[src/rtl/pc_seq_pkg.sv]
// pc_seq_pkg: shared state and next-pc source encodings for the pc sequencer
package pc_seq_pkg;
  typedef enum logic [1:0] {BOOT = 2'd0, RUN = 2'd1, HALT = 2'd2} state_t;
  localparam int PC_INC = 4;
  typedef enum logic [2:0] {SEQ, BR, JMP, RET, HOLD} pc_sel_t;
endpackage

[src/rtl/pc_sequencer_ras.sv]
// ras_stack: circular return-address stack; a push when full overwrites the oldest entry
module ras_stack #(
  parameter int WL = 32,
  parameter int RAS_DEPTH = 4
) (
  input  logic          clk,
  input  logic          rst_n,
  input  logic          push,
  input  logic          pop,
  input  logic [WL-1:0] din,
  output logic [WL-1:0] top,
  output logic          empty,
  output logic          full
);
  localparam int PW = $clog2(RAS_DEPTH);
  logic [WL-1:0] mem [RAS_DEPTH];
  logic [PW-1:0] ptr;
  logic [PW:0]   cnt;
  always_ff @(posedge clk or negedge rst_n)
    if (!rst_n) begin
      ptr <= '0;
      cnt <= '0;
    end else if (push) begin
      ptr <= ptr + 1'b1;
      cnt <= full ? cnt : cnt + 1'b1;
    end else if (pop) begin
      ptr <= ptr - 1'b1;
      cnt <= cnt - 1'b1;
    end
  always_ff @(posedge clk)
    if (push) mem[ptr] <= din;
  assign top   = mem[ptr - 1'b1];
  assign empty = cnt == '0;
  assign full  = cnt == (PW+1)'(RAS_DEPTH);
endmodule

[src/rtl/pc_sequencer.sv]
// pc_sequencer: pc register, next-pc selection, return-address stack and boot/run/halt control
module pc_sequencer
  import pc_seq_pkg::*;
#(
  parameter int            WL = 32,
  parameter logic [WL-1:0] RESET_VEC = '0,
  parameter int            RAS_DEPTH = 4
) (
  input  logic          clk,
  input  logic          rst_n,
  input  logic          stall,
  input  logic          branch,
  input  logic          zero,
  input  logic          jump,
  input  logic          call,
  input  logic          ret,
  input  logic          halt,
  input  logic [WL-1:0] simm,
  input  logic [WL-1:0] jaddr,
  output logic [WL-1:0] pc,
  output logic [WL-1:0] pc_plus4,
  output logic [WL-1:0] pc_branch,
  output logic          instr_valid,
  output logic          halted,
  output logic          ras_overflow,
  output logic          ras_underflow
);
  state_t        state, nstate;
  pc_sel_t       sel;
  logic [WL-1:0] npc, ras_top;
  logic          push, pop, empty, full, set_ov, set_un;
  ras_stack #(.WL(WL), .RAS_DEPTH(RAS_DEPTH)) u_ras (
    .clk(clk), .rst_n(rst_n), .push(push), .pop(pop), .din(pc_plus4),
    .top(ras_top), .empty(empty), .full(full)
  );
  assign pc_plus4    = pc + WL'(PC_INC);
  assign pc_branch   = pc_plus4 + (simm << 2);
  assign instr_valid = state == RUN;
  assign halted      = state == HALT;
  always_comb begin
    nstate = state;
    sel    = HOLD;
    push   = 1'b0;
    pop    = 1'b0;
    set_ov = 1'b0;
    set_un = 1'b0;
    if (state == BOOT) nstate = RUN;
    else if (state == RUN) begin
      if (halt) nstate = HALT;
      else if (stall) sel = HOLD;
      else if (ret) begin
        pop    = !empty;
        set_un = empty;
        sel    = empty ? SEQ : RET;
      end else if (call) begin
        push   = 1'b1;
        set_ov = full;
        sel    = JMP;
      end else if (jump) sel = JMP;
      else if (branch && zero) sel = BR;
      else sel = SEQ;
    end
    npc = sel == SEQ ? pc_plus4 :
          sel == BR  ? pc_branch :
          sel == JMP ? (jaddr & ~WL'(3)) :
          sel == RET ? ras_top : pc;
  end
  always_ff @(posedge clk or negedge rst_n)
    if (!rst_n) begin
      state         <= BOOT;
      pc            <= RESET_VEC;
      ras_overflow  <= 1'b0;
      ras_underflow <= 1'b0;
    end else begin
      state         <= nstate;
      pc            <= npc;
      ras_overflow  <= ras_overflow | set_ov;
      ras_underflow <= ras_underflow | set_un;
    end
endmodule
[config.mk]
export PLATFORM = sky130hd
export DESIGN_NAME = pc_sequencer
export DESIGN_NICKNAME = d
export VERILOG_FILES = /design/src/rtl/pc_seq_pkg.sv /design/src/rtl/pc_sequencer_ras.sv /design/src/rtl/pc_sequencer.sv
export SDC_FILE = /design/constraint.sdc
export NUM_CORES = 1
export LEC_CHECK = 0
export CORE_MARGIN = 2
export CORE_UTILIZATION = 32
export DETAILED_ROUTE_END_ITERATION = 8
export GPL_TIMING_DRIVEN = 0
export PLACE_DENSITY = 0.54
export SLEW_MARGIN = 20
export SYNTH_ARGS = -nofsm -noshare
export SYNTH_HDL_FRONTEND = slang
export SYNTH_SLANG_ARGS = --single-unit
[constraint.sdc]
create_clock -name clk -period 8.9 [get_ports clk]
set_input_delay 0.89 -clock clk [delete_from_list [all_inputs] [get_ports clk]]
set_output_delay 0.89 -clock clk [all_outputs]
set_load 0.02 [all_outputs]
; ---- Word-level counts from Yosys, hierarchy flattened
; Memories as Yosys holds them, arrays and structs flattened.
; Cells that the tools add are included.
[word_totals]
register_bits = 41
latch_bits = 0
mem_bits_rw = 128
romBits = 0
input_bits = 73
out_inout_bits = 100
word_cells = 78
n_memories = 1
[mem_list]
columns = name, depth, word_bits, rd, rd_ports_with_merged_regs, wr, line
row1 = u_ras.mem, 4, 32, 1, 0, 1, pc_sequencer_ras.sv:16  ; logic [WL-1:0] mem [RAS_DEPTH];
[op_classes]
addsub = 6
n_mul = 0
div_mod_pow = 0
n_lt_le_gt_ge = 0
eq_ne = 7
shift = 0
mux = 45
bitwise_logic = 2
reduce_logical = 11
[ops]
columns = op, n
row1 = 32-bit 2-to-1 mux, 4
row2 = "32-bit by 3-bit adder with 32-bit output, second input constant", 1
row3 = 32-bit adder, 1
row4 = 1-bit 2-to-1 mux, 25
row5 = 3-bit 2-to-1 mux, 7
row6 = 2-bit 2-to-1 mux, 9
row7 = "3-bit by 2-bit equality test with 1-bit output, second input constant", 2
row8 = 3-bit logical NOT, 2
row9 = 2-bit nonzero test, 3
row10 = 2-bit AND reduction, 2
row11 = 4-bit nonzero test, 1
row12 = "3-bit by 1-bit adder with 3-bit output, second input constant", 1
row13 = "3-bit by 1-bit equality test with 1-bit output, second input constant", 1
row14 = "3-bit equality test, second input constant", 1
row15 = "3-bit by 1-bit subtractor with 3-bit output, second input constant", 1
row16 = "2-bit by 1-bit adder with 2-bit output, second input constant", 1
row17 = "2-bit by 1-bit equality test with 1-bit output, second input constant", 1
row18 = "2-bit equality test, second input constant", 1
row19 = 2-bit logical NOT, 1
row20 = "2-bit != test, second input constant", 1
row21 = 1-bit OR, 2
row22 = "2-bit by 1-bit subtractor with 2-bit output, second input constant", 1
row23 = 1-bit logical AND, 1
row24 = 1-bit logical NOT, 1

; ---- Depth between registers and ports, before layout
[depth]
depth_word = 14
ltp_mapped = 16
ltp_nobuf = 15

; ---- Modules after synthesis
; A second synthesis with hierarchy kept.
[unflattened]
hier_cells = 803
hier_area_um2 = 9716.8
[by_module_without_submodules]
columns = module, n_inst, cells_per_inst, area_per_inst_um2, seq_area_each_um2
row1 = ras_stack, 1, 205, 5038.6, 3968.8
row2 = pc_sequencer, 1, 598, 4678.2, 900.9

; ---- Worst setup path after synthesis
; OpenSTA, ideal clock, no wires.
[synth_path]
kind = reg2out
startpoint = reg pc[2]
endpoint = out pc_branch[29]
t_arrival_ns = 4.089
t_required_ns = 8.010
slack_ns = 3.921
path_stages_with_launch = 14
n_path_buf = 0
path_cell_list = dfrtp_1 > ha_1 > and4_1 > nand4_2 > nor4_2 > xor2_1 > ha_1 > a21oi_1 > o21bai_1 > a21oi_1 > nor2_1 > a211oi_1 > o31ai_2 > a211oi_1
[synth_between]
elab_chain_cells = 2
[synth_rtl]
columns = element, line
row1 = from (decl), pc_sequencer.sv:20  ; output logic [WL-1:0] pc,
row2 = from (signal assigned), pc_sequencer.sv:76  ; pc <= npc;
row3 = 32-bit by 3-bit adder with 32-bit output, pc_sequencer.sv:36  ; assign pc_plus4 = pc + WL'(PC_INC);
row4 = via pc_plus4[22], pc_sequencer.sv:21  ; output logic [WL-1:0] pc_plus4,
row5 = 32-bit adder, pc_sequencer.sv:37  ; assign pc_branch = pc_plus4 + (simm << 2);
row6 = to (decl), pc_sequencer.sv:22  ; output logic [WL-1:0] pc_branch,
; The timed path passes the listed nets, and every way through them passes these cells.

; ---- Worst setup path in the final report
[layout_path]
startpoint = reg pc[2]
endpoint = out pc_branch[27]
[layout_between]
elab_chain_cells = 2
[layout_rtl]
columns = element, line
row1 = 32-bit by 3-bit adder with 32-bit output, pc_sequencer.sv:36
row2 = 32-bit adder, pc_sequencer.sv:37
; No other way between the ends.

==> metrics.md <==
| Metric | Value |
|---|---|
| Total routing usage reported by global routing | 21.0% |
| Final setup TNS | 0 ps |
| Worst-path clk slew | approximately 70 ps |
| Antenna violations before repair | 0 |
| Element type at the critical path start | register |
| Sinks on the clock net | ~170 |
| Number of synthesis warnings | 0 |
| Ranking of synthesized cells by instance count | 128 x edfxtp_1, 109 x nand2_1, 53 x a21oi_1 |
| Post-synthesis instance area | 9480 sq um |
| Met3 WL | 2560 um |
| Placer Congestion | 0.839 |
| Std cell rows | between 60 and 70 |
| Highest Signal Layer | met4 |
| Height of the die | between 150 and 200 um |
| TritonCTS clock tree | yes |
| Initial cell density of the core | 32.2% |
| Synth Area in Compound Gates | 13.1% |
| Number of H-tree levels | 4 |
| Core Footprint | between 20,000 and 30,000 sq um |
| Worst clock skew on the final layout | about 15 ps |
| Setup WS post-layout | 1980 ps |
| Cell variety after synth | between 70 and 80 |
| Cells after Synth | 801 |
| Final antenna-violating net count | 0 |
| Count of pins on the block boundary | 173 |
| Area share of the leading cell type in the synthesized netlist | about two fifths |
| Share of synthesized cell area in and, or, nand and nor gates | 13.0% |
| Path type of the worst min-delay path | primary input to async pin |
| Via/cell ratio | roughly 5.5 |
| Main combinational cell family by area after synthesis | compound AO/OA/AOI/OAI gates |
| Number of flops mapped to enable cells by yosys | 128 |
| Data required time at the worst endpoint | 8010 ps |
| Most frequent cell after synthesis | edfxtp_1 |
| Via count of the first global-routing pass | 7,334 |
| Max-capacitance violation count | 0 |
| Proportion of power drawn by flip-flops and latches | 35.7% |
| Leakage power | roughly 4.5 nW |
| Internal power of the cells | 0.00173 W |
| HPWL after detailed placement | 23,800 um |
| Post-Route WL | 32,500 um |
| Largest net degree at the start of global routing | 42 |
| Die area | 31,000 sq um |
| Final min period | 6920 ps |
| Worst IR Drop VDD | 0.142 mV |
| Post-Place Cells | 1,363 |
| Most area-consuming cells after synthesis | edfxtp_1 41%, dfrtp_1 11%, mux4_2 8.1% |
| Total of fill cells in the finished design | 2,772 |
| Adder-cell share of the synthesized area | 5.70% |
| Fmax | 144 MHz |
| Min Hold Slack | 477 ps |
| Share of the yosys chip area belonging to registers | 51.4% |
| Number of hold buffers added after cts | 0 |
| Routed length on met2 | roughly 15,000 um |
| Diodes inserted | 0 |
| Transition time of the tightest slew-check pin | around 1000 ps |
| Run status | finished clean |
| Post-cts repair resize count | 0 |
| Max_slew headroom | 30.9% |
| Residual DRC | 0 |
| Worst-skew pair later-pin latency | 440 ps |
| Areal power density over the cells | 209 nW/um^2 |
| Top flip-flop cell by instance count after synthesis | edfxtp_1 |
| Final max-slew violation count | 0 |
| Fraction of synthesis flops using an asynchronous set or reset pin | 24.3% |
| Most area-hungry cell type in the Yosys netlist | edfxtp_1 |
| DR iter-0 viols | 919 |
| Capturing element type of the critical path | output port |
| Global-route wire length before repair | 47,500 um |
| Hold violation total from the final report | 0 |
| Die span in x | 176 um |
| Number of buffers on the longest clock path | 2 |
| Router iterations before antenna repair | 7 |
| Gate power share | 32.4% |
| Part of the total power dissipated in the clock network | 31.9% |
| Congestion Overflow GR | 0 |
| Layout Nets | between 1k and 1.5k |
| Total number of vias | 7,663 |
| Net switching power figure | 0.000859 W |
| Mapped Avg Cell Area | 11.8 sq um |
| Net count after synthesis | just over 900 |
| Final critical-path share of the clock period | 77.8% |
| Post-synthesis to final-layout area growth | 30.8% |
| Overall power after layout | 0.00259 W |
| Port buffer count | 168 |
| Portion of netlist area occupied by mux cells | 8.82% |
| Minimum setup slack after placement | 2400 ps |
| Setup repair after global routing missed its margin | false |
| Critical path data arrival time | 6030 ps |
| Average routed wire per standard cell | roughly 23 um |
| Post-route non-filler standard cell count | roughly 1.4k |
| Number of buffers inserted by post-CTS setup repair | 0 |
| Post-synthesis share of cell area spent on xor and xnor gates | 5.08% |
| Clock buffers created by TritonCTS | 17 |
| Clock root buffer | clkbuf_16 |
| Category of the most critical setup path | register to output port |
| Top fanout value on the critical path | 9 |
| Fraction of final layout cells sized beyond drive strength 1 | 11.8% |
| Flop and latch count out of synthesis | approximately 170 |
| Routed length on met1 | ~14,000 um |
| Switching share of power | ~33% |
| Count of endpoints failing setup in the final report | 0 |
==> sequential cells by signal (all words and copies together), names as in the netlist <==
| signal | count |
|---|---|
| u_ras.mem | 128 |
| pc | 32 |
| u_ras.cnt | 3 |
| state | 2 |
| u_ras.ptr | 2 |
| ras_overflow | 1 |
| ras_underflow | 1 |
==> worst max-delay path: stages (launching register included) <==
cell,delay [ps]
dfrtp_1,490
ha_1,300
and4_1,270
nand4_2,370
nor4_2,620
xor2_1,680
ha_1,290
nand4_1,210
a2111oi_1,880
nor2_1,200
o21ai_1,260
xor2_1,350
clkdlybuf4s50_1,670
==> metal layers <==
layer / global-route usage (%) / vias to the layer above
met1: 30.0 / 3857
li1: - / 3444
met3: 3.96 / 19
met2: 33.5 / 343
met5: 0 / -
met4: 4.06 / 0
==> power groups by stage <==
stage	Combinational (W)	Clock [W]	Sequential, W
3_3_place_gp	0.000828	0	0.000939
6_report	0.000837	0.000826	0.000923
2_1_floorplan	0.000457	0	0.000950
3_5_place_dp	0.000833	0	0.000939
5_1_grt	0.000894	0.000865	0.000926
4_1_cts	0.000838	0.000831	0.000923
==> logic make-up after synthesis <==
logic type | count (synthesis)
xor+xnor | 55
compound gates | 187
simple gates | 251
mux | 41
fa+ha+maj | 42
buf+inv | 56
flops | 169
==> per-stage QoR <==
step	utilization [%]	area, sq um
detailed placement	39.9	11700
global placement	39.6	11600
floorplan	-	9480
CTS	42.2	12400
finish	42.2	12400
global route	42.2	12400
==> placed cells by master (no fill, tap or decap), types with 15 or more instances in the layout <==
cell | synthesis | layout
nand4_1 | 16 | 16
clkbuf_1 | 21 | 21
inv_1 | 15 | 15
nor2_1 | 46 | 45
dfrtp_1 | 41 | 41
xor2_1 | 23 | 23
edfxtp_1 | 128 | 128
xnor2_1 | 32 | 32
nand3_1 | 20 | 20
clkdlybuf4s50_1 | 0 | 167
nand2_1 | 109 | 109
a21oi_1 | 53 | 53
mux4_2 | 34 | 34
ha_1 | 40 | 40
o21ai_1 | 17 | 17
clkbuf_16 | 0 | 17
o21ai_0 | 26 | 26
==> area by class of cell <==
cell class / instances / area, sq um / share of cell area (%)
sequential: 169 / 4870 / 39.3
multi-input combinational: 576 / 4340 / 35.0
timing repair buffer: 172 / 1770 / 14.3
tap: 390 / 488 / 3.94
clock buffer: 17 / 425 / 3.43
clock inverter: 15 / 228 / 1.84
buffer: 41 / 221 / 1.79
inverter: 15 / 56.3 / 0.454
==> final timing paths <==
| path | startpoint | endpoint | slack, ps | cells past startpoint |
|---|---|---|---|---|
| hold reg to reg | ras_overflow$_DFF_PN0_ | ras_overflow$_DFF_PN0_ | 490 | 1 |
| min in group clk | ras_overflow$_DFF_PN0_ | ras_overflow$_DFF_PN0_ | 490 | 1 |
| setup / recovery | pc[2]$_DFFE_PN0N_ | pc_branch[27] | 1980 | 12 |
| hold / removal | rst_n | pc[1]$_DFFE_PN0P_ | 480 | 1 |
| max in group asynchronous | rst_n | pc[22]$_DFFE_PN0N_ | 8000 | 1 |
| setup reg to reg | pc[2]$_DFFE_PN0N_ | pc[27]$_DFFE_PN0N_ | 3720 | 12 |
Note: power is estimated with default switching activity, not from simulation.
